## src/rtl/ppi_pkg.sv

```systemverilog
// ppi_pkg: shared constants and types for the ppi_hs parallel port block.
// Holds register addresses, the control-word layout, the reset mode value,
// the port C handshake bit positions and small decode helpers.
package ppi_pkg;

    // Host register addresses
    localparam logic [1:0] ADDR_PA   = 2'd0;
    localparam logic [1:0] ADDR_PB   = 2'd1;
    localparam logic [1:0] ADDR_PC   = 2'd2;
    localparam logic [1:0] ADDR_CTRL = 2'd3;

    // Mode register value after reset: all ports input, both groups mode 0
    localparam logic [7:0] RST_MODE_DEF = 8'h9B;

    // Control word: bit 7 selects mode set (1) or port C bit set/reset (0)
    localparam int unsigned CW_SEL_BIT = 7;

    // Port C handshake bit positions
    localparam int unsigned PC_INTR_B = 0;  // group B INTR
    localparam int unsigned PC_HS_B   = 1;  // group B IBF / OBF_n
    localparam int unsigned PC_STB_B  = 2;  // group B STB_n / ACK_n
    localparam int unsigned PC_INTR_A = 3;  // group A INTR
    localparam int unsigned PC_STB_A  = 4;  // group A STB_n (input)
    localparam int unsigned PC_IBF_A  = 5;  // group A IBF (input)
    localparam int unsigned PC_ACK_A  = 6;  // group A ACK_n (output)
    localparam int unsigned PC_OBF_A  = 7;  // group A OBF_n (output)

    // Mode-set control word; a direction bit of 1 means input
    typedef struct packed {
        logic       sel;     // always 1 for a mode set
        logic [1:0] a_mode;  // 00 = mode 0, anything else = mode 1
        logic       pa_in;
        logic       pch_in;  // PC[7:4]
        logic       b_mode;
        logic       pb_in;
        logic       pcl_in;  // PC[3:0]
    } mode_word_t;

    // Group A handshake mode decode
    function automatic logic grp_a_mode1(input mode_word_t m);
        return |m.a_mode;
    endfunction

    // Bit set/reset: port C bit index carried in cw[3:1]
    function automatic logic [2:0] bsr_bit_idx(input logic [7:0] cw);
        return cw[3:1];
    endfunction

endpackage

```

## src/rtl/ppi_hs_if.sv

```systemverilog
// ppi_hs_if: host bus of the ppi_hs block.
//   cs_n, rd_n, wr_n : active-low chip select / read / write strobes
//   a                : register select (PA, PB, PC, control)
//   din              : host write data
//   dout, dout_oe    : registered read data and bus drive enable
interface ppi_hs_if #(
    parameter int unsigned W = 8
);
    logic         cs_n;
    logic         rd_n;
    logic         wr_n;
    logic [1:0]   a;
    logic [W-1:0] din;
    logic [W-1:0] dout;
    logic         dout_oe;

    // Host side
    modport master (
        output cs_n, rd_n, wr_n, a, din,
        input  dout, dout_oe
    );

    // Peripheral side
    modport slave (
        input  cs_n, rd_n, wr_n, a, din,
        output dout, dout_oe
    );
endinterface

```

## src/rtl/ppi_hs_chan.sv

```systemverilog
// ppi_hs_chan: one handshake channel (port A or port B group).
// Owns the port data latch, INTE, IBF, OBF_n and INTR, and edge-detects the
// STB_n / ACK_n pin. In mode 0 it is just the port output latch.
//   clk, reset     : clock and synchronous active-high reset
//   mode1, dir_in  : group in handshake mode; port is an input
//   clr            : mode set, abandons any handshake
//   port_wr        : host write event to this port, data on wr_data
//   rd_start       : host read start on this port
//   rd_end         : host read end on this port
//   hs_in_n        : STB_n (input) or ACK_n (output) pin
//   inte_wr        : bit set/reset aimed at this channel's INTE
//   inte_val       : value written to INTE
//   port_in        : port pin inputs
//   latch          : data latch (drives the port pins)
//   ibf, obf_n     : buffer-full flags
//   intr, inte     : interrupt request and enable
module ppi_hs_chan
    import ppi_pkg::*;
#(
    parameter int unsigned W = 8
) (
    input  logic         clk,
    input  logic         reset,
    input  logic         mode1,
    input  logic         dir_in,
    input  logic         clr,
    input  logic         port_wr,
    input  logic [W-1:0] wr_data,
    input  logic         rd_start,
    input  logic         rd_end,
    input  logic         hs_in_n,
    input  logic         inte_wr,
    input  logic         inte_val,
    input  logic [W-1:0] port_in,
    output logic [W-1:0] latch,
    output logic         ibf,
    output logic         obf_n,
    output logic         intr,
    output logic         inte
);

    logic hs_q;
    logic hs_fall;
    logic hs_rise;
    logic in_hs;
    logic out_hs;

    // Strobe / acknowledge edge detection
    assign hs_fall = hs_q & ~hs_in_n;
    assign hs_rise = ~hs_q & hs_in_n;
    assign in_hs   = mode1 & dir_in;
    assign out_hs  = mode1 & ~dir_in;

    // Channel state; set events are tested before clear events
    always_ff @(posedge clk) begin
        if (reset) begin
            hs_q  <= 1'b1;
            latch <= '0;
            ibf   <= 1'b0;
            obf_n <= 1'b1;
            intr  <= 1'b0;
            inte  <= 1'b0;
        end else begin
            hs_q <= hs_in_n;
            if (clr) begin
                latch <= '0;
                ibf   <= 1'b0;
                obf_n <= 1'b1;
                intr  <= 1'b0;
                inte  <= 1'b0;
            end else begin
                if (inte_wr) begin
                    inte <= inte_val;
                end
                if (in_hs) begin
                    // A new strobe overwrites the latch even if IBF is still set
                    if (hs_fall) begin
                        latch <= port_in;
                    end
                    if (hs_fall) begin
                        ibf <= 1'b1;
                    end else if (rd_end) begin
                        ibf <= 1'b0;
                    end
                    if (hs_rise) begin
                        intr <= inte;
                    end else if (rd_start) begin
                        intr <= 1'b0;
                    end
                end else if (out_hs) begin
                    if (port_wr) begin
                        latch <= wr_data;
                    end
                    if (port_wr) begin
                        obf_n <= 1'b0;
                    end else if (hs_fall) begin
                        obf_n <= 1'b1;
                    end
                    if (hs_rise) begin
                        intr <= inte;
                    end else if (port_wr) begin
                        intr <= 1'b0;
                    end
                end else begin
                    if (port_wr) begin
                        latch <= wr_data;
                    end
                end
            end
        end
    end

endmodule

```

## src/rtl/ppi_hs.sv

```systemverilog
// ppi_hs: parallel port with two W-bit ports (A, B) and an 8-bit port C.
// Mode 0 is plain registered I/O; mode 1 adds a strobed handshake per group
// with interrupt requests; port C supports single-bit set/reset.
//   clk, reset         : clock and synchronous active-high reset
//   bus                : host bus (ppi_hs_if.slave)
//   pa_in/pa_out/pa_oe : port A pins, single drive enable
//   pb_in/pb_out/pb_oe : port B pins, single drive enable
//   pc_in/pc_out/pc_oe : port C pins, per-bit drive enable
//   intr_a, intr_b     : group interrupt requests
module ppi_hs
    import ppi_pkg::*;
#(
    parameter int unsigned W        = 8,
    parameter logic [7:0]  RST_MODE = RST_MODE_DEF
) (
    input  logic         clk,
    input  logic         reset,
    ppi_hs_if.slave      bus,
    input  logic [W-1:0] pa_in,
    output logic [W-1:0] pa_out,
    output logic         pa_oe,
    input  logic [W-1:0] pb_in,
    output logic [W-1:0] pb_out,
    output logic         pb_oe,
    input  logic [7:0]   pc_in,
    output logic [7:0]   pc_out,
    output logic [7:0]   pc_oe,
    output logic         intr_a,
    output logic         intr_b
);

    mode_word_t   mode_q;
    logic         wr_q;
    logic         rd_q;
    logic         cs_n_q;
    logic [1:0]   rd_addr_q;
    logic [7:0]   pc_latch;

    logic         wr_ev;
    logic         rd_start;
    logic         rd_end;
    logic [7:0]   cw;
    logic         ctrl_wr;
    logic         mode_set;
    logic         bsr_wr;
    logic [2:0]   bsr_idx;
    logic         bsr_val;
    logic         a_m1;
    logic         b_m1;
    logic         inte_wr_a;
    logic         inte_wr_b;
    logic         pc_bit_wr;
    logic         pc_wr;
    logic         hs_a_n;

    logic         ibf_a;
    logic         obf_n_a;
    logic         inte_a;
    logic         ibf_b;
    logic         obf_n_b;
    logic         inte_b;

    logic [7:0]   pc_out_c;
    logic [7:0]   pc_oe_c;
    logic [7:0]   pc_rd_c;
    logic [W-1:0] rd_data_c;

    // Host strobe edge detection: one event per strobe
    assign wr_ev    = ~bus.cs_n & ~bus.wr_n & wr_q;
    assign rd_start = ~bus.cs_n & ~bus.rd_n & rd_q;
    assign rd_end   = bus.rd_n & ~rd_q & ~cs_n_q;

    // Control word decode
    assign cw       = bus.din[7:0];
    assign ctrl_wr  = wr_ev & (bus.a == ADDR_CTRL);
    assign mode_set = ctrl_wr & cw[CW_SEL_BIT];
    assign bsr_wr   = ctrl_wr & ~cw[CW_SEL_BIT];
    assign bsr_idx  = bsr_bit_idx(cw);
    assign bsr_val  = cw[0];
    assign a_m1     = grp_a_mode1(mode_q);
    assign b_m1     = mode_q.b_mode;

    // In mode 1 the STB/ACK bit set/reset targets INTE, not the PC latch
    assign inte_wr_a = bsr_wr & a_m1 &
                       ((mode_q.pa_in  & (bsr_idx == 3'(PC_STB_A))) |
                        (~mode_q.pa_in & (bsr_idx == 3'(PC_ACK_A))));
    assign inte_wr_b = bsr_wr & b_m1 & (bsr_idx == 3'(PC_STB_B));
    assign pc_bit_wr = bsr_wr & ~inte_wr_a & ~inte_wr_b;
    assign pc_wr     = wr_ev & (bus.a == ADDR_PC);

    // Group A handshake input depends on its direction
    assign hs_a_n = mode_q.pa_in ? pc_in[PC_STB_A] : pc_in[PC_ACK_A];

    ppi_hs_chan #(.W(W)) u_chan_a (
        .clk      (clk),
        .reset    (reset),
        .mode1    (a_m1),
        .dir_in   (mode_q.pa_in),
        .clr      (mode_set),
        .port_wr  (wr_ev & (bus.a == ADDR_PA)),
        .wr_data  (bus.din),
        .rd_start (rd_start & (bus.a == ADDR_PA)),
        .rd_end   (rd_end & (rd_addr_q == ADDR_PA)),
        .hs_in_n  (hs_a_n),
        .inte_wr  (inte_wr_a),
        .inte_val (bsr_val),
        .port_in  (pa_in),
        .latch    (pa_out),
        .ibf      (ibf_a),
        .obf_n    (obf_n_a),
        .intr     (intr_a),
        .inte     (inte_a)
    );

    ppi_hs_chan #(.W(W)) u_chan_b (
        .clk      (clk),
        .reset    (reset),
        .mode1    (b_m1),
        .dir_in   (mode_q.pb_in),
        .clr      (mode_set),
        .port_wr  (wr_ev & (bus.a == ADDR_PB)),
        .wr_data  (bus.din),
        .rd_start (rd_start & (bus.a == ADDR_PB)),
        .rd_end   (rd_end & (rd_addr_q == ADDR_PB)),
        .hs_in_n  (pc_in[PC_STB_B]),
        .inte_wr  (inte_wr_b),
        .inte_val (bsr_val),
        .port_in  (pb_in),
        .latch    (pb_out),
        .ibf      (ibf_b),
        .obf_n    (obf_n_b),
        .intr     (intr_b),
        .inte     (inte_b)
    );

    // Port C pin view and host read view with handshake overlays
    always_comb begin
        pc_oe_c  = {{4{~mode_q.pch_in}}, {4{~mode_q.pcl_in}}};
        pc_out_c = pc_latch;
        if (a_m1) begin
            pc_oe_c[PC_INTR_A]  = 1'b1;
            pc_out_c[PC_INTR_A] = intr_a;
            if (mode_q.pa_in) begin
                pc_oe_c[PC_STB_A]  = 1'b0;
                pc_oe_c[PC_IBF_A]  = 1'b1;
                pc_out_c[PC_IBF_A] = ibf_a;
            end else begin
                pc_oe_c[PC_ACK_A]  = 1'b0;
                pc_oe_c[PC_OBF_A]  = 1'b1;
                pc_out_c[PC_OBF_A] = obf_n_a;
            end
        end
        if (b_m1) begin
            pc_oe_c[PC_INTR_B]  = 1'b1;
            pc_out_c[PC_INTR_B] = intr_b;
            pc_oe_c[PC_STB_B]   = 1'b0;
            pc_oe_c[PC_HS_B]    = 1'b1;
            pc_out_c[PC_HS_B]   = mode_q.pb_in ? ibf_b : obf_n_b;
        end
        // Output bits read back their driven value, input bits the pins
        pc_rd_c = (pc_out_c & pc_oe_c) | (pc_in & ~pc_oe_c);
        if (a_m1) begin
            if (mode_q.pa_in) begin
                pc_rd_c[PC_STB_A] = inte_a;
            end else begin
                pc_rd_c[PC_ACK_A] = inte_a;
            end
        end
        if (b_m1) begin
            pc_rd_c[PC_STB_B] = inte_b;
        end
    end

    // Host read mux; mode 1 ports always return their latch
    always_comb begin
        rd_data_c = '0;
        case (bus.a)
            ADDR_PA: rd_data_c = (a_m1 | ~mode_q.pa_in) ? pa_out : pa_in;
            ADDR_PB: rd_data_c = (b_m1 | ~mode_q.pb_in) ? pb_out : pb_in;
            ADDR_PC: rd_data_c = W'(pc_rd_c);
            default: rd_data_c = W'(mode_q);
        endcase
    end

    // Strobe history and host read path
    always_ff @(posedge clk) begin
        if (reset) begin
            wr_q        <= 1'b1;
            rd_q        <= 1'b1;
            cs_n_q      <= 1'b1;
            rd_addr_q   <= ADDR_PA;
            bus.dout    <= '0;
            bus.dout_oe <= 1'b0;
        end else begin
            wr_q        <= bus.wr_n;
            rd_q        <= bus.rd_n;
            cs_n_q      <= bus.cs_n;
            bus.dout_oe <= ~bus.cs_n & ~bus.rd_n;
            if (rd_start) begin
                bus.dout  <= rd_data_c;
                rd_addr_q <= bus.a;
            end
        end
    end

    // Mode register and port C latch
    always_ff @(posedge clk) begin
        if (reset) begin
            mode_q   <= mode_word_t'(RST_MODE);
            pc_latch <= '0;
        end else if (mode_set) begin
            mode_q   <= mode_word_t'(cw);
            pc_latch <= '0;
        end else if (pc_wr) begin
            pc_latch <= cw;
        end else if (pc_bit_wr) begin
            pc_latch[bsr_idx] <= bsr_val;
        end
    end

    // Registered pin drive enables and port C outputs
    always_ff @(posedge clk) begin
        if (reset) begin
            pa_oe  <= 1'b0;
            pb_oe  <= 1'b0;
            pc_out <= '0;
            pc_oe  <= '0;
        end else begin
            pa_oe  <= ~mode_q.pa_in;
            pb_oe  <= ~mode_q.pb_in;
            pc_out <= pc_out_c;
            pc_oe  <= pc_oe_c;
        end
    end

endmodule

```

## src/flat_wrapper.sv

```systemverilog
// flat-port wrapper written by rule: the top's interface ports become plain ports
module ppi_hs_flat import ppi_pkg::*;
#(
    parameter int unsigned W        = 8,
    parameter logic [7:0]  RST_MODE = RST_MODE_DEF
)
  (clk, reset, pa_in, pa_out, pa_oe, pb_in, pb_out, pb_oe, pc_in, pc_out, pc_oe, intr_a, intr_b, bus_cs_n, bus_rd_n, bus_wr_n, bus_a, bus_din, bus_dout, bus_dout_oe);
  ppi_hs_if #(.W(W)) bus_i ();
  input  logic clk;
  input  logic reset;
  input  logic [W-1:0] pa_in;
  output logic [W-1:0] pa_out;
  output logic pa_oe;
  input  logic [W-1:0] pb_in;
  output logic [W-1:0] pb_out;
  output logic pb_oe;
  input  logic [7:0] pc_in;
  output logic [7:0] pc_out;
  output logic [7:0] pc_oe;
  output logic intr_a;
  output logic intr_b;
  input wire logic [$bits(bus_i.cs_n)-1:0] bus_cs_n;
  input wire logic [$bits(bus_i.rd_n)-1:0] bus_rd_n;
  input wire logic [$bits(bus_i.wr_n)-1:0] bus_wr_n;
  input wire logic [$bits(bus_i.a)-1:0] bus_a;
  input wire logic [$bits(bus_i.din)-1:0] bus_din;
  output wire logic [$bits(bus_i.dout)-1:0] bus_dout;
  output wire logic [$bits(bus_i.dout_oe)-1:0] bus_dout_oe;
  assign bus_i.cs_n = bus_cs_n;
  assign bus_i.rd_n = bus_rd_n;
  assign bus_i.wr_n = bus_wr_n;
  assign bus_i.a = bus_a;
  assign bus_i.din = bus_din;
  assign bus_dout = bus_i.dout;
  assign bus_dout_oe = bus_i.dout_oe;
  ppi_hs #(.W(W), .RST_MODE(RST_MODE)) u_core (.clk(clk), .reset(reset), .bus(bus_i), .pa_in(pa_in), .pa_out(pa_out), .pa_oe(pa_oe), .pb_in(pb_in), .pb_out(pb_out), .pb_oe(pb_oe), .pc_in(pc_in), .pc_out(pc_out), .pc_oe(pc_oe), .intr_a(intr_a), .intr_b(intr_b));
endmodule
```

## config.mk

```make
export PLATFORM = sky130hd
export DESIGN_NAME = ppi_hs_flat
export DESIGN_NICKNAME = d
export VERILOG_FILES = /design/src/rtl/ppi_pkg.sv /design/src/rtl/ppi_hs_if.sv /design/src/rtl/ppi_hs_chan.sv /design/src/rtl/ppi_hs.sv /design/src/flat_wrapper.sv
export SDC_FILE = /design/constraint.sdc
export NUM_CORES = 1
export LEC_CHECK = 0
export BUFFER_PORTS_ARGS = -buffer_cell sky130_fd_sc_hd__buf_4
export CAP_MARGIN = 25
export CELL_PAD_IN_SITES_DETAIL_PLACEMENT = 1
export CELL_PAD_IN_SITES_GLOBAL_PLACEMENT = 1
export CORE_ASPECT_RATIO = 1.5
export CORE_MARGIN = 8
export CORE_UTILIZATION = 43
export CTS_CLUSTER_SIZE = 20
export DETAILED_ROUTE_END_ITERATION = 7
export HOLD_SLACK_MARGIN = 0.12
export PLACE_DENSITY = 0.89
export REMOVE_ABC_BUFFERS = 1
export SYNTH_ARGS = -nofsm -noshare
export SYNTH_HDL_FRONTEND = slang
export SYNTH_SLANG_ARGS = --single-unit
export TNS_END_PERCENT = 1
```

## constraint.sdc

```tcl
create_clock -name clk -period 4.4 [get_ports clk]
set_clock_uncertainty 0.2 [all_clocks]
set_input_delay 0.66 -clock clk [delete_from_list [all_inputs] [get_ports clk]]
set_output_delay 0.66 -clock clk [all_outputs]
set_load 0.02 [all_outputs]
```

Yosys cells after proc, flatten, opt, wreduce, memory -nomap -nowiden. Cells that the tools add are included.

Register bits: 74. Bits of input ports: 39. Word-level logic and storage cells: 175.

Order comparisons: 2. Multiplexer cells: 51. Bitwise gates (word level): 57. Reduce and logical (&&, ||, !) cells: 24. Eq/ne operators: 11.

Operators with widths (number): 2-to-1 mux 8 bit (10); 2-to-1 mux 1 bit (33); AND 1 bit (32); one-hot mux 8 bit (3 select lines) (1); NOT 1 bit (18); nonzero test 2 bit (9); AND 8 bit (2); AND reduction 3 bit (4); bitwise mux 8 bit (1); NOT 8 bit (1); OR 8 bit (1); AND reduction 2 bit (4); == test 3 bit (second input constant) (2); 2-to-1 mux 2 bit (3); != test 3 bit (second input constant) (2); nonzero test 3 bit (2); 2-to-1 mux 5 bit (1); == test 2 x 1 -> 1 bit (second input constant) (2); == test 2 bit (second input constant) (2); zero test 2 bit (2); < comparator 3 x 4 -> 1 bit (second input constant) (1); != test 2 bit (second input constant) (2); OR reduction 2 bit (2); demux 1 bit (select 3 bit) (1); 5 further kinds (7).

Depth between registers and ports, before layout. Gate-level depths: netlist of the first run.

Depth after elaboration: 12. Gate-level depth with buffers: 8. Mapped depth without buffers: 5.

Cells and area by module. From an unflattened synthesis of the first run, not the netlist that was laid out.

Cell total of the unflattened synthesis: 435. Area, all modules: 3769.9 µm².

Modules (own cells, without submodules): ppi_hs (area each 2411.1 µm², seq. area each 940.9 µm², instances 1, cells each 291); ppi_hs_chan (area each 679.4 µm², seq. area each 260.2 µm², instances 2, cells each 72).

Worst setup path before layout of the first run. OpenSTA, ideal clock, no wires.

Path type: input to register. From: in bus_cs_n. To: reg u_core.pc_latch[4]. Stages: 6. Setup slack: 2.125 ns. Arrival: 2.010 ns. Library setup time: 0.065 ns. Required time: 4.135 ns. Cell sequence: or3b_1 -> buf_6 -> nor4_4 -> nand4_1 -> mux2_1 -> nor2_1.

Cells in the longest elaborated chain, start to end: 11. Elaborated cells on any way between the ends: 18. Those cells by class: 1 x mux; 15 x bitwise; 2 x reduce/logical.

RTL lines: from (decl) (RTL line flat_wrapper.sv:22) `input wire logic [$bits(bus_i.cs_n)-1:0] bus_cs_n;`; NOT 1 bit * (RTL line ppi_hs.sv:69) `assign wr_ev = ~bus.cs_n & ~bus.wr_n & wr_q;`; AND 1 bit * (2 in a row) (RTL line ppi_hs.sv:69); AND 1 bit (RTL line ppi_hs.sv:75) `assign ctrl_wr = wr_ev & (bus.a == ADDR_CTRL);`; AND 1 bit (RTL line ppi_hs.sv:77) `assign bsr_wr = ctrl_wr & ~cw[CW_SEL_BIT];`; AND 1 bit (2 in a row) (RTL line ppi_hs.sv:84) `assign inte_wr_a = bsr_wr & a_m1 &`; NOT 1 bit (RTL line ppi_hs.sv:88) `assign pc_bit_wr = bsr_wr & ~inte_wr_a & ~inte_wr_b;`; AND 1 bit (2 in a row) (RTL line ppi_hs.sv:88); nonzero test 2 bit (no source line); to (signal assigned) (RTL line ppi_hs.sv:215) `pc_latch <= cw;`; to (signal, indexed assignment) (RTL line ppi_hs.sv:217) `pc_latch[bsr_idx] <= bsr_val;`; to (decl) (RTL line ppi_hs.sv:37) `logic [7:0] pc_latch;`.

Every way passes the cells marked *; elsewhere a longest branch is shown, timed or not. A chain may end at the register's enable or synchronous reset.

Worst setup path in the final report of the first run.
From: reg u_core.mode_q, in the netlist u_core.b_m1. To: reg u_core.u_chan_b.latch[6].

Cells in the longest elaborated chain, start to end: 3. Elaborated cells on any way between the ends: 5. Those cells by class: 1 x eq/ne; 1 x mux; 1 x bitwise; 2 x reduce/logical.

RTL lines: from (decl) (RTL line ppi_hs.sv:32) `mode_word_t mode_q;`; from (signal assigned) (RTL line ppi_hs.sv:209) `mode_q <= mode_word_t'(RST_MODE);`; from (signal assigned) (RTL line ppi_hs.sv:212) `mode_q <= mode_word_t'(cw);`; AND 1 bit * (RTL line ppi_hs_chan.sv:51) `assign in_hs = mode1 & dir_in;`; != test 2 bit (no source line) / nonzero test 2 bit (equally long branches); AND reduction 2 bit (no source line); to (signal assigned) (RTL line ppi_hs_chan.sv:78) `latch <= port_in;`; to (signal assigned) (RTL line ppi_hs_chan.sv:92) `latch <= wr_data;`; to (signal assigned) (RTL line ppi_hs_chan.sv:106) `latch <= wr_data;`; to (decl) (RTL line ppi_hs_chan.sv:35) `output logic [W-1:0] latch,`.

Marks and branches as above.

==> results of run 1 <==
## cells by family (layout without fill, tap and decap cells)
kind of cell	after synthesis	in the layout	synth area share [%]
mux	51	51	14.9
buf+inv	37	108	4.60
compound gates	107	107	20.0
flops	73	73	41.7
simple gates	125	125	18.6
xor+xnor	1	1	0.250
## critical path, stage by stage, from the launching register on
cell	delay [ns]
dfxtp_1	0.66
and2_0	0.85
nand3b_1	0.18
o21ai_1	0.29
buf_4	0.26
nor2_1	0.06
a211oi_1	0.22
## power breakdown
group	switching [mW]	total (mW)	internal (mW)
Sequential	0.0151	0.694	0.679
Combinational	0.110	0.187	0.0767
Clock	0.283	0.849	0.566
Total	0.408	1.73	1.32
## final cells by class
class | instances | area [µm²]
fillers | 929 | 3460
multi-input cells | 284 | 1890
flip-flops and latches | 73 | 1460
repair buffers | 87 | 653
clock buffers | 10 | 239
well taps | 105 | 131
clock inverters | 6 | 105
inverters | 5 | 18.8
## worst paths after layout
kind	endpoint	slack, ns	cells past startpoint
min	u_core.rd_addr_q[1]$_SDFFE_PP0N_	0.26	2
min reg2reg	u_core.rd_addr_q[1]$_SDFFE_PP0N_	0.26	2
max	u_core.u_chan_b.latch[6]$_SDFFE_PP0P_	1.59	6
max reg2reg	u_core.u_chan_b.latch[6]$_SDFFE_PP0P_	1.59	6
## routing by layer
metal  vias up  share of wire [%]  GRT usage [%]
met3        38                6.7           5.19
met5         -                  0              0
met4         0                4.1           13.1
met1      1686                 38           23.5
li1       1566                  -              -
met2       150                 51           38.1
## metrics by stage
stage | instance area [µm²] | util, % | hold slack (ns) | total power [mW] | instances
after detailed placement | 4150 | 52.1 | 0.252 | 0.889 | 553
final | 4500 | 56.5 | 0.260 | 1.73 | 570
after CTS | 4490 | 56.4 | 0.264 | 1.73 | 569
after global routing | 4500 | 56.5 | 0.294 | 1.79 | 570
after global placement | 4150 | 52.1 | 0.247 | 0.883 | 553
after floorplan | 3360 | - | 0.210 | 0.789 | 362
## sequential cells by signal, summed over array words and instances (netlist names), 2 cells and up
signal and flops:
u_core.u_chan_b.latch 8, u_core.pc_oe 7, u_core.mode_q 7, u_core.bus.dout 8, u_core.u_chan_a.latch 8, u_core.rd_addr_q 2, u_core.pc_out 8, u_core.pc_latch 8
## placed cells by master (no fill, tap or decap), drive strengths merged, types with 2 or more instances in the layout
master / count
bufinv: 3
mux2i: 41
nor3: 6
nor3b: 4
a22o: 2
nand2b: 3
o211ai: 6
dfxtp: 73
a221oi: 3
a222oi: 3
clkinv: 3
nand4: 5
nor2: 49
nand3: 4
mux2: 10
a21oi: 29
nor4: 2
buf: 87
clkbuf: 10
nor4b: 3
inv: 5
o21ai: 28
or2: 5
o31ai: 2
nor2b: 9
a211oi: 20
or3b: 2
nand2: 28
==> metrics.txt, run 1 <==
Synth Warn #=0; Synth Flop Type=dfxtp_1; vias in the first global route=3,639; Critical Path Start Type=flop; CTS Buf Count=9; WL final=12.4 mm; crit end category=flop; Worst-Skew Late Latency=between 0.3 and 0.4 ns; post-cts hold buffer count=0; Syn Inst Count=~400; Final Max Tran Viols=0; first-pass GRT wire length=19.7 mm; post-CTS sizing=0; DRC=0; GP Congestion=~0.89; kind of critical path=flop to flop; core region area=around 8000 µm²; setup ws final=roughly 1.6 ns; GRT Resource Usage Total=21.9%; Mean Syn Cell Area=roughly 8.9 µm²; critical path data arrival time=approximately 2.9 ns; register bit count reported by yosys=73; Yosys cell types=57; number of port buffers=83; Slew @ Worst Pin=approximately 1.1 ns; final worst path period share=between 60% and 70%; worst relative slew slack=28.7%; launch point of the worst path=u_core.b_m1$_SDFFE_PP0P_; Max Cap Viol=0; wire per inst=21.7 µm; Worst Path Max Fanout=16; post-DR vias/cell=a little over 6; I/O pin count=84; register area share after synthesis=about two fifths; count leader, synth=dfxtp_1; Num Clock Sinks=between 70 and 80; Overflow after GRT=0; post-place setup slack=roughly 1.5 ns; largest net degree at the start of global routing=39; top post-synthesis cells by area=dfxtp_1, mux2i_1, nor2_1; initial antenna violation count=0; Lkg Pwr=roughly 1.8 nW; nets=around 500; maximum operating frequency=0.355 GHz; RSZ-0062 raised after global routing=no; Initial DRC Count=about 250; Post-synth EDFFs=0; Worst Path Required=roughly 4.5 ns; Reg clk slew, reported paths=around 0.060 ns; drt pass-1 iters=4; # setup viols final=0; Tmin final=around 2.8 ns; TritonCTS clock tree=built; Setup TNS Final=0 ns; hpwl dp=between 8 and 9 mm; postcts setup bufs=0; Final ANT Viol Nets=0; share of cells above drive strength 1=27.5%; Die X=89.7 µm; H-tree depth=3; final-report hold violation count=0; P&R area growth vs syn=28.3%; Post-synth ARST share=0%; ANT cells=0; cell type with the largest total area after synthesis=dfxtp_1; hold path start=u_core.rd_addr_q[1]$_SDFFE_PP0N_; status=complete, no violations; Hold WC Path Type=flop to flop; Die Ht=127 µm; Max VDD drop=a little over 0.2 mV; Post-Syn Area=3510 µm²; share of the synthesized area in the top cell type=41.7%; P per Cell Area=between 300 and 400 nW/µm²; R2R Path Start=u_core.b_m1$_SDFFE_PP0P_; Starting Density=roughly 44%; die area=around 11,000 µm²; Rows=40; clock root buffer=clkbuf_16; clock tree buffer depth=2; synth cell count leaders=dfxtp_1, nor2_1, mux2i_1; via count=approximately 3,400
(Power assumes the default switching activity.)
==> inputs of run 2 (changes only) <==
ABC_AREA = 1   (was unset)
CORE_UTILIZATION = 37   (was 43)
PLACE_DENSITY = 0.83   (was 0.89)
clock period = 2.63 ns   (was 4.4 ns; I/O delays follow)
==> run 2 against run 1 <==
Largest cell class unchanged. Critical path type is now input port to flop. Utilization fell by 7.6 points. Non-clock buffer count rose by 12. Sequential share of layout area shrank 1.5 points.
==> metrics.txt, run 2 <==
Starting Density=a little under two fifths; kind of critical path=input port to flop; Yosys cell types=33; Final Max Tran Viols=0; Mean Syn Cell Area=around 6.6 µm²; wire per inst=18.8 µm; hpwl dp=approximately 11 mm; Post-Syn Area=3650 µm²; critical path data arrival time=~2.4 ns; status=complete, no violations; H-tree depth=3; drt pass-1 iters=5; WL final=14.3 mm; Hold WC Path Type=input port to flop; crit path buf inv count=4; initial antenna violation count=0; Slew @ Worst Pin=0.524 ns; ANT cells=0; vias in the first global route=4,210; Post-synth EDFFs=0; CP most frequent cell=nand2_1; delay-heaviest family, CP=buffers and inverters; Critical Path Start Type=input port; Num Clock Sinks=73; Post-synth ARST share=0%; clock tree buffer depth=2; synth cell count leaders=nand2_1, dfxtp_1, o21ai_0; crit end category=flop; I/O pin count=84; CP max stage cell=dlygate4sd3_1; post-layout util=between 40% and 50%; launch point of the worst path=bus_cs_n; final-report hold violation count=0; Worst Path Max Fanout=11; register area share after synthesis=roughly two fifths; Synth Warn #=0; RSZ-0062 raised after global routing=no; P per Cell Area=571 nW/µm²; share of the synthesized area in the top cell type=between 40% and 50%; number of port buffers=83; Lkg Pwr=roughly 2.3 nW; register bit count reported by yosys=between 70 and 80; most frequent cells in the layout=nand2_1, buf_4, dfxtp_1, o21ai_0, inv_1; post-DR vias/cell=between 5 and 6; Critical Path, Cell by Cell=dlygate4sd3_1 -> buf_4 -> nor2_4 -> nand2_1 -> inv_2 -> nand2_1 -> o21ai_2 -> inv_1 -> o21ai_0 -> a21oi_1; Max VDD drop=between 0.3 and 0.4 mV; Largest stage delay, worst path=0.53 ns; nets=678; Worst-Skew Late Latency=~0.34 ns; Non-Filler Cell Area, Final=roughly 4700 µm²; hold path start=pb_in[4]; die area=13,400 µm²; Worst Path Required=2.65 ns; via count=about 4,100; core region area=~9600 µm²; largest net degree at the start of global routing=29; Max Cap Viol=0; maximum operating frequency=between 0.4 and 0.5 GHz; GRT Resource Usage Total=between 20% and 30%; share of cells above drive strength 1=between 20% and 30%; TritonCTS clock tree=built; Setup TNS Final=0 ns; placed cell area=around 4400 µm²; final worst path period share=~91%; Synth Flop Type=dfxtp_1; Die Ht=138 µm; CTS Buf Count=9; R2R Path Start=u_core.mode_q[4]$_SDFFE_PP1P_; count leader, synth=nand2_1; Die X=between 90 and 100 µm; Rows=44; Final ANT Viol Nets=0; Overflow after GRT=0; GP Congestion=0.897; top post-synthesis cells by area=dfxtp_1, nand2_1, o21ai_0; Tmin final=about 2.4 ns; Initial DRC Count=roughly 190; Reg clk slew, reported paths=0.06 ns; P&R area growth vs syn=29.1%; # setup viols final=0; most common cell after layout, fill and taps aside=nand2_1; cell type with the largest total area after synthesis=dfxtp_1; clock root buffer=clkbuf_16; DRC=0; first-pass GRT wire length=22.2 mm; worst relative slew slack=65.0%; Syn Inst Count=~550
run 2: cells by family after synthesis:
| family | synth area share [%] |
|---|---|
| buf+inv | 9.83 |
| simple gates | 32.0 |
| flops | 40.0 |
| compound gates | 18.2 |
run 2: routing by layer:
layer / global-route usage (%) / vias to the layer above / share of wire (%)
li1: - / 1967 / -
met1: 22.0 / 1947 / 39
met2: 37.7 / 141 / 50
met3: 3.41 / 47 / 4.8
met4: 16.1 / 0 / 5.5
met5: 0 / - / 0
run 2: path summary, 6_finish.rpt:
| path | depth (start not counted) | to | slack (ns) |
|---|---|---|---|
| max | 10 | u_core.u_chan_b.latch[5]$_SDFFE_PP0P_ | 0.24 |
| min | 3 | u_core.u_chan_b.latch[4]$_SDFFE_PP0P_ | 0.15 |
| max reg2reg | 6 | u_core.u_chan_a.latch[4]$_SDFFE_PP0P_ | 0.48 |
| min reg2reg | 2 | u_core.mode_q[7]$_SDFFE_PP1P_ | 0.23 |
run 2: timing repair:
| item | CTS | global route |
|---|---|---|
| endpoints found under the setup margin | 0 | 12 |
| endpoints found under the hold margin | 5 | 0 |
| hold buffers | 4 | 0 |
| resized for setup | 0 | 3 |
| setup buffers | 0 | 0 |
run 2: where the power goes:
part	internal, mW	total (mW)	switching [mW]
clock network	0.642	1.14	0.497
registers	1.14	1.17	0.0252
logic	0.141	0.387	0.245
total	1.92	2.69	0.767
run 2: metrics by stage:
| stage | total power, mW | hold WS [ns] | std cells | setup slack [ns] |
|---|---|---|---|---|
| finish | 2.69 | 0.145 | 759 | 0.241 |
| global route | 2.79 | 0.155 | 759 | 0.0593 |
| CTS | 2.72 | 0.135 | 759 | 0.0315 |
| detailed placement | 1.57 | 0.218 | 739 | 0.239 |
| global placement | 1.56 | 0.213 | 739 | 0.323 |
| floorplan | 1.37 | 0.200 | 529 | 0.690 |
run 2: cell type report:
type                            instances  area, µm²
Inverter                               63        241
Sequential cell                        73       1460
Tap cell                              115        144
Multi-Input combinational cell        393       1840
Timing Repair Buffer                   99        753
Clock buffer                           10        229
Fill cell                            1273       4920
Clock inverter                          6       43.8
run 2: tightest hold or removal path: cells and delay by family:
kind	cells	cell delay, ns
AND/OR/NAND/NOR	1	0.05
buffers and inverters	1	0.11
AO/OA/AOI/OAI	1	0.07
==> inputs of run 3 (changes only) <==
BUFFER_PORTS_ARGS = unset   (was -buffer_cell sky130_fd_sc_hd__buf_4)
CORE_UTILIZATION = 44   (was 37)
DONT_BUFFER_PORTS = 1   (was unset)
clock period = 2.28 ns   (was 2.63 ns; I/O delays follow)
==> run 3 against run 2 <==
Critical path depth down 1. Sequential share of layout area up 2.2 points. Via count down 5.1%. Cell count down 8.2%. Power up 19%. Die area down 14%. Clock power up 29%.
==> metrics.txt, run 3 (synthesis results as in run 2) <==
initial antenna violation count=2; Sw Ratio=between 20% and 30%; Worst Path Max Fanout=9; Max VDD drop=roughly 0.43 mV; TritonCTS clock tree=built; fillers=1,060; status=complete, no violations; hpwl dp=about 11 mm; GRT Resource Usage Total=a little over a quarter; Cell Int Power=approximately 2.3 mW; clock tree buffer depth=2; setup ws final=~0.18 ns; crit path buf inv count=1; Worst-Skew Late Latency=~0.35 ns; P&R area growth vs syn=20.6%; Max Cap Viol=0; clock power share=around 46%; Fin Hold WS=about 0.12 ns; post-layout util=a little over half; Cells after DPL=approximately 650; core region area=~8100 µm²; post-place setup slack=~0.16 ns; P per Cell Area=between 700 and 800 nW/µm²; Critical Path Start Type=flop; I/O pin count=between 80 and 90; Slew @ Worst Pin=~0.57 ns; critical path data arrival time=approximately 2.2 ns; via count=between 3,000 and 4,000; wire per inst=21.6 µm; RSZ-0062 raised after global routing=no; most common cell after layout, fill and taps aside=nand2_1; CTS Buf Count=9; GRT met1 Usage=a little over a quarter; Final ANT Viol Nets=0; worst relative slew slack=between 60 and 70%; Layout Cells excl Fill=~700; CP max stage cell=nand2_1; vias in the first global route=a little over 4,000; Setup TNS Final=0 ns; Reg clk slew, reported paths=around 0.060 ns; Die X=between 90 and 100 µm; GP Congestion=0.930; R2R Setup Slk=between 0.15 and 0.2 ns; CP most frequent cell=nand2_1; number of port buffers=0; area of the multi-input gates=about 1800 µm²; Final Max Tran Viols=0; Largest stage delay, worst path=0.34 ns; Tmin final=between 2 and 2.5 ns; Overflow after GRT=0; Critical Path, Cell by Cell=nor2_2 -> nand2_1 -> inv_2 -> nand2_1 -> nand2_1 -> a21oi_1 -> nand2_1 -> nand2_1 -> a21oi_1; layer carrying the most global-route usage=met2; met3 GRT Util=~8%; Net Switching=between 0.8 and 0.9 mW; largest net degree at the start of global routing=29; most frequent cells in the layout=nand2_1, dfxtp_1, o21ai_0, inv_1, nor2_1; DRC=0; maximum operating frequency=between 0.4 and 0.5 GHz; final-report hold violation count=0; Die Ht=around 130 µm; clock root buffer=clkbuf_16; combinational power share=between 10% and 20%; crit end category=flop; delay-heaviest family, CP=simple AND/OR/NAND/NOR gates; Hold WC Path Type=input port to flop; post-DR vias/cell=between 5 and 6; die area=11,500 µm²; Worst Path Required=~2.4 ns; Lkg Pwr=roughly 2 nW; H-tree depth=3; M2 GR Usage=between 40 and 50%; first-pass GRT wire length=23.5 mm; Flop pwr share=approximately 43%; nets=around 620; Initial DRC Count=between 200 and 250; Num Clock Sinks=73; Starting Density=45.3%; # setup viols final=0; register area=1460 µm²; Rows=40; drt pass-1 iters=4; share of cells above drive strength 1=a little under a tenth; WL final=~15 mm; final worst path period share=between 90 and 100%; kind of critical path=flop to flop
-- run 3: repair_timing --
item	CTS	global route
hold endpoints to repair	65	0
setup buffers	0	0
setup endpoints to repair	0	3
hold buffers	31	0
resized for setup	0	2
-- run 3: worst reg2reg max path, cell delays in order (launching register included) --
cell and delay, ns:
dfxtp_1 0.32, nor2_2 0.30, nand2_1 0.34, inv_2 0.29, nand2_1 0.12, nand2_1 0.08
a21oi_1 0.10, nand2_1 0.08, nand2_1 0.06, a21oi_1 0.13
-- run 3: final timing paths --
kind	from	cells past startpoint	end
worst min-delay path	bus_din[7]	4	u_core.u_chan_b.latch[7]$_SDFFE_PP0P_
worst min register to register	u_core.mode_q[7]$_SDFFE_PP1P_	2	u_core.mode_q[7]$_SDFFE_PP1P_
worst max-delay path	u_core.mode_q[6]$_SDFFE_PP0P_	9	u_core.bus.dout[0]$_SDFFE_PP0N_
worst max register to register	u_core.mode_q[6]$_SDFFE_PP0P_	9	u_core.bus.dout[0]$_SDFFE_PP0N_
-- run 3: layer usage --
metal	routed length, µm	up-vias	share of wire (%)
met3	1010	56	6.7
met2	7720	145	51
li1	-	1857	-
met1	5490	1836	37
met4	818	0	5.4
met5	0	-	0
-- run 3: per-stage QoR --
stage | cell area [µm²] | power [mW]
floorplan | 3530 | 1.58
global placement | 3770 | 1.67
detailed placement | 3770 | 1.68
CTS | 4400 | 3.21
global route | 4410 | 3.30
finish | 4410 | 3.20
-- run 3: final cells by class --
cell class	count	share of cell area, %
repair buffers	45	9.71
flip-flops and latches	73	33.2
well taps	105	2.98
inverters	63	5.39
diodes	2	0.114
clock inverters	6	1.53
clock buffers	10	5.42
multi-input cells	393	41.7
-- run 3: power groups by stage --
stage | Sequential (mW) | Combinational (mW) | Clock [mW]
global placement | 1.41 | 0.261 | 0
CTS | 1.38 | 0.343 | 1.48
finish | 1.38 | 0.350 | 1.47
global route | 1.39 | 0.384 | 1.53
detailed placement | 1.41 | 0.268 | 0
floorplan | 1.40 | 0.181 | 0
